--- src/rtl/sysbus_pkg.sv ---
// Shared Sysbus definitions: tag layout, rw/type encodings, arbiter state.
package sysbus_pkg;

    localparam int TAG_WIDTH = 13;
    localparam int BURST_BEATS = 8;

    localparam logic READ = 1'b1;
    localparam logic WRITE = 1'b0;

    localparam logic [3:0] MEMORY = 4'h1;

    typedef enum logic [1:0] {
        IDLE,
        REQ,
        WDATA,
        RESP
    } arb_state_t;

endpackage

--- src/rtl/sysbus_arb_pick.sv ---
// Winner select for the two Sysbus requesters.
// SYSBUS_ARB_RR_EN: round-robin on last owner; otherwise port 1 always wins.
module sysbus_arb_pick (
    input  logic [1:0] reqcyc,
`ifdef SYSBUS_ARB_RR_EN
    input  logic       last,
`endif
    output logic       winner
);

`ifdef SYSBUS_ARB_RR_EN
    always_comb begin
        case (reqcyc)
            2'b11:   winner = ~last;
            2'b10:   winner = 1'b1;
            default: winner = 1'b0;
        endcase
    end
`else
    assign winner = reqcyc[1];
`endif

endmodule

--- src/rtl/sysbus_arbiter.sv ---
// Fetch/LSU arbiter for the single Sysbus port, one transaction at a time.
// Arbitration policy selected by SYSBUS_ARB_RR_EN (see sysbus_arb_pick).
module sysbus_arbiter #(
    parameter int DATA_WIDTH  = 64,
    parameter int TAG_WIDTH   = sysbus_pkg::TAG_WIDTH,
    parameter int BURST_BEATS = sysbus_pkg::BURST_BEATS
) (
    input  logic                       clk,
    input  logic                       reset,
    input  logic [1:0]                 m_reqcyc,
    input  logic [1:0][DATA_WIDTH-1:0] m_req,
    input  logic [1:0][TAG_WIDTH-1:0]  m_reqtag,
    output logic [1:0]                 m_reqack,
    output logic [1:0]                 m_respcyc,
    output logic [DATA_WIDTH-1:0]      m_resp,
    output logic                       bus_reqcyc,
    output logic [DATA_WIDTH-1:0]      bus_req,
    output logic [TAG_WIDTH-1:0]       bus_reqtag,
    input  logic                       bus_reqack,
    input  logic                       bus_respcyc,
    input  logic [DATA_WIDTH-1:0]      bus_resp,
    output logic                       bus_respack,
    output logic                       err
);
    import sysbus_pkg::*;

    localparam logic [2:0] LAST = 3'(BURST_BEATS - 1);

    arb_state_t state;
    logic       owner;
    logic       winner;
    logic       drain;
    logic [2:0] beat;
    logic       own_cyc;
    logic       own_rw;

    assign own_cyc = m_reqcyc[owner];
    assign own_rw  = m_reqtag[owner][TAG_WIDTH-1];

`ifdef SYSBUS_ARB_RR_EN
    logic last_owner;

    sysbus_arb_pick u_pick (
        .reqcyc (m_reqcyc),
        .last   (last_owner),
        .winner (winner)
    );

    always_ff @(posedge clk) begin
        if (reset) begin
            last_owner <= 1'b0;
        end else if (state == IDLE && |m_reqcyc) begin
            last_owner <= winner;
        end
    end
`else
    sysbus_arb_pick u_pick (
        .reqcyc (m_reqcyc),
        .winner (winner)
    );
`endif

    assign m_resp      = bus_resp;
    assign bus_respack = bus_respcyc;

    always_comb begin
        m_reqack   = '0;
        m_respcyc  = '0;
        bus_reqcyc = 1'b0;
        bus_req    = '0;
        bus_reqtag = '0;
        case (state)
            REQ: begin
                bus_reqcyc      = own_cyc;
                bus_req         = m_req[owner];
                bus_reqtag      = m_reqtag[owner];
                m_reqack[owner] = own_cyc & bus_reqack;
            end
            WDATA: begin
                bus_reqcyc = own_cyc;
                bus_req    = m_req[owner];
                bus_reqtag = m_reqtag[owner];
            end
            RESP: m_respcyc[owner] = bus_respcyc;
            default: ;
        endcase
    end

    // drain: a reset cut a transaction short, so its leftover beats
    // are swallowed silently until the next grant.
    always_ff @(posedge clk) begin
        if (reset) begin
            state <= IDLE;
            owner <= 1'b0;
            beat  <= '0;
            err   <= 1'b0;
            drain <= (state != IDLE);
        end else begin
            if (bus_respcyc && state != RESP && !drain) begin
                err <= 1'b1;
            end
            case (state)
                IDLE: begin
                    if (|m_reqcyc) begin
                        owner <= winner;
                        drain <= 1'b0;
                        state <= REQ;
                    end
                end
                REQ: begin
                    if (!own_cyc) begin
                        state <= IDLE;
                    end else if (bus_reqack) begin
                        beat  <= '0;
                        state <= (own_rw == WRITE) ? WDATA : RESP;
                    end
                end
                WDATA: begin
                    if (own_cyc) begin
                        beat <= beat + 3'd1;
                        if (beat == LAST) begin
                            state <= IDLE;
                        end
                    end
                end
                RESP: begin
                    if (bus_respcyc) begin
                        beat <= beat + 3'd1;
                        if (beat == LAST) begin
                            state <= IDLE;
                        end
                    end
                end
                default: state <= IDLE;
            endcase
        end
    end

endmodule

--- config.mk ---
export PLATFORM = sky130hd
export DESIGN_NAME = sysbus_arbiter
export DESIGN_NICKNAME = d
export VERILOG_FILES = /design/src/rtl/sysbus_pkg.sv /design/src/rtl/sysbus_arb_pick.sv /design/src/rtl/sysbus_arbiter.sv
export SDC_FILE = /design/constraint.sdc
export NUM_CORES = 1
export LEC_CHECK = 0
export CAP_MARGIN = 20
export CORE_AREA = 2 2 144 146
export CTS_CLUSTER_SIZE = 30
export DETAILED_ROUTE_END_ITERATION = 16
export DIE_AREA = 0 0 146 148
export GPL_ROUTABILITY_DRIVEN = 0
export SYNTH_ARGS = -nofsm -noshare
export SYNTH_HDL_FRONTEND = slang
export SYNTH_SLANG_ARGS = --single-unit
--- constraint.sdc ---
create_clock -name clk -period 2.3 [get_ports clk]
set_input_delay 0.575 -clock clk [delete_from_list [all_inputs] [get_ports clk]]
set_output_delay 0.575 -clock clk [all_outputs]
set_load 0.005 [all_outputs]
==> results.md <==
- The number of antenna violations at the first check in global routing is 0.
- Static timing analysis puts the maximum clock frequency at 444.6 MHz.
- On the critical path, the stage with the largest delay is an instance of ha_4.
- The max-slew headroom at the worst pin is 0.8106.
- The number of cells on the worst reg-to-reg path is 8.
- mux2i_1 takes more of the synthesized area than any other cell.
- The net count after synthesis is 533.
- The total DRC errors in the routed layout is 0.
- After clock tree synthesis, the clock-pin slew on the worst setup and hold paths is 40 ps.
- The initial standard-cell utilization of the core is 0.1179.
- The worst hold slack across all endpoints is 464.1 ps.
- The number of global-route vias before repair is 2769.
- The synthesized area divided by synthesized cell count is 7.800 um^2.
- The count of cells in the finished layout, fillers not included, comes to 780.
- The post-layout net count is 741.
- The transition at the pin with the smallest max-transition slack is 276.2 ps.
- CTS built an H-tree with a depth of 1.
- Following the worst setup path forward leads to its endpoint at bus_req[39].
- The number of enable flip-flop cells after synthesis is 1.
- The worst setup slack for register-to-register paths is 510 ps.
- The end of the worst register-to-register path is beat[0].
- The critical path in this run is classified as register to primary output.
- Setup repair after global routing could not meet its margin everywhere.
- The type of element capturing the critical path is a primary output.
- The data arrival time of the critical path is 1670 ps.
- The run finished with clean final reports.
- The overflow left after global routing is 0.
- The share of synthesized area in the top cell type comes to 0.3346.
- The unique cell type count in the Yosys netlist is 29.
- The number of DRC violations after detailed-routing iteration 0 is 77.
- The wire length of the first global-routing pass is 15260 um.
- STA classifies the critical path startpoint as a register.
- The post-synthesis cell count is 303.
- The library cell used as clock root buffer is clkbuf_16.
- The TritonCTS clock tree is done.
- The maximum VDD drop is 0.1802 mV.
- Ranked by total cell area, the synthesized netlist is headed by mux2i_1, buf_4, nor2b_1.
- The layout cell share with drive strength beyond 1 is 0.1412.
- Among all flip-flop cells after synthesis, the most frequent one is dfxtp_1.
- The number of warnings issued by yosys is 0.
- The sequential share of the synthesized area is 0.07200.
- The min-delay analysis places its worst path in the category register to register.
- The number of hold violations in the final report came to 0.
- Across every metal layer, demand over resource in global routing totals 0.08770.
- The source of the worst register-to-register timing path is state[1].
- Clock skew on the completed layout was measured at 4.379 ps.
- The post-detailed-route count of antenna-violating nets is 0.
- TritonCTS created 3 clock buffers.
- The number of buffers inserted for hold repair after clock tree synthesis is 0.
- The clock passes through at most 2 buffers.
- Counting every sink on the clock net gives 8.
- The final layout contains routed wiring with a total length of 10950 um.
- The number of iterations in the first detailed-routing pass is 6.
- In this run the count of I/O pins placed on the die edge is 372.
- The start point of the worst min-delay path is err.
- The width of the chip is 146 um.
- Setup violations remaining at the end of the flow were counted as 0.
- The floorplan die area is 21610 um^2.
- Data on the critical path is required at its endpoint by 1730 ps.
- The via count is 2778.
- In this design, the stage delay of the slowest critical-path cell is 330 ps.
- Once placement completed, the tool counted placed cells totaling 764.
- The fraction of synthesis flops using an asynchronous set or reset pin is 0.
- The area growth from synthesis to layout is 116.7%.
- The synthesized design contains 8 register bits.
- The area of the placeable core is 20040 um^2.
- The final max-slew violation count was 0.
- The smallest clock period supported by the final layout is computed as 2249 ps.
- The largest fanout on the critical path is 10.
- The later pin in the worst-skew pair is clocked with a latency of 240 ps.
- Port buffering added 243 buffers.
- The first element of the critical path is state[1].
- In the finished design, the share of the clock period the worst path needs comes to 0.9779.
- The HPWL after detailed placement is 8264 um.
- For this design the ratio of total power to cell area is 528.8 nW/um^2.
- Max-cap violations in this run came to 0.
- The critical path goes through inv_2, ha_4, buf_12, bufbuf_16, nor2b_2, clkdlybuf4s15_1.
- Summed over all cells, the static leakage comes to 2.306 nW.
- The floorplan has 52 rows.
- The overall die height is 148 um.
- Entering global routing, the biggest net connects 38 pins.
- In this run the cell area of the synthesized design comes to 2364 um^2.
- In the final routed layout, each cell accounts on average for 14.03 um.
- The detailed-route vias per instance is 3.562.
- The diode insertion count for antenna repair is 0.
## registers in the layout (all words and copies together), names as in the netlist
| register | flops |
|---|---|
| owner | 1 |
| drain | 1 |
| beat | 3 |
| state | 2 |
| err | 1 |
## where the power goes
part           switching [mW]  internal (mW)  total, mW
registers              0.0133          0.165      0.178
clock network          0.0777          0.232      0.309
logic                   0.823           1.40       2.22
total                   0.914           1.79       2.71
## Yosys cell counts, types with 2 or more instances
library cell / count
mux2i_1: 79
o211ai_1: 2
mux2_4: 2
ha_1: 6
nor2b_1: 77
nor3_1: 3
clkbuf_1: 9
nor2_1: 12
buf_2: 9
nand3_1: 3
o21ai_1: 2
a22oi_1: 2
nand2_1: 8
inv_1: 4
dfxtp_1: 7
buf_4: 65
## worst min path at each step
stage / end / cells after the start
final: err / 2
after global routing: err / 2
after CTS: err / 2
after detailed placement: err / 2
after global placement: err / 2
after floorplan: err / 2
## layer usage
layer	routed length [um]	vias to the layer above	GRT usage
li1	-	1361	-
met1	4334	1208	0.09929
met2	5359	192	0.1578
met3	1159	17	0.03488
met4	93	0	0.01505
met5	0	-	0
## logic make-up (layout without fill, tap and decap cells)
group                      count (synthesis)  in the layout  synth area share
and+or+nand+nor                          106            106            0.2562
buffers and inverters                     88            295            0.2477
muxes                                     81             81            0.3473
AOI/OAI and AO/OA                         14             14           0.04499
DFF                                        8              8           0.07199
adders and majority gates                  6              6           0.03176
## through the flow
step / util / area (um^2) / power [mW] / worst slack, ps / TNS, ps
after CTS: 0.2496 / 5002 / 2.557 / -128.5 / -796.4
after floorplan: - / 2364 / 1.062 / 374.2 / 0
after global placement: 0.2436 / 4881 / 2.203 / -194.9 / -1435
after detailed placement: 0.2436 / 4881 / 2.198 / -237.9 / -1552
after global routing: 0.2556 / 5121 / 2.907 / -28.30 / -28.30
final: 0.2556 / 5121 / 2.708 / 50.92 / 0
## timing repair
item | 4_1_cts | 5_1_grt
gates cloned | 3 | 3
setup buffers | 1 | 5
endpoints found under the setup margin | 82 | 21
gates resized for setup | 92 | 28
pin swaps | 1 | 1
## worst max-delay path: cells and delay by family, from the launching register on
family	cells	cell delay [ps]
AND/OR/NAND/NOR	1	130
flip-flops	1	320
adder cells (fa/ha/maj)	1	330
buffers and inverters	4	660
## final cells by class
| type | count | area (um^2) |
|---|---|---|
| Timing Repair Buffer | 286 | 2864 |
| Fill cell | 2230 | 14920 |
| Sequential cell | 8 | 176.4 |
| Multi-Input combinational cell | 207 | 1645 |
| Clock buffer | 4 | 78.83 |
| Inverter | 5 | 18.77 |
| Tap cell | 270 | 337.8 |
## layout by cell type (no fill, tap or decap), drive strengths merged
cell / n
nand2: 8
dfxtp: 7
a22oi: 2
o2111a: 1
dlymetal6s2s: 9
clkdlybuf4s15: 1
a21oi: 1
mux2i: 79
clkdlybuf4s50: 158
dlygate4sd2: 65
o211ai: 2
or2: 1
inv: 5
nor3: 3
nor2: 12
a31oi: 1
edfxtp: 1
clkbuf: 17
a311o: 1
buf: 39
ha: 6
nor2b: 77
nand2b: 1
o21ai: 3
o21ba: 1
mux2: 2
and2: 1
bufbuf: 1
nand3: 3
a32o: 1
a22o: 1
Note: power is estimated with default switching activity, not from simulation.
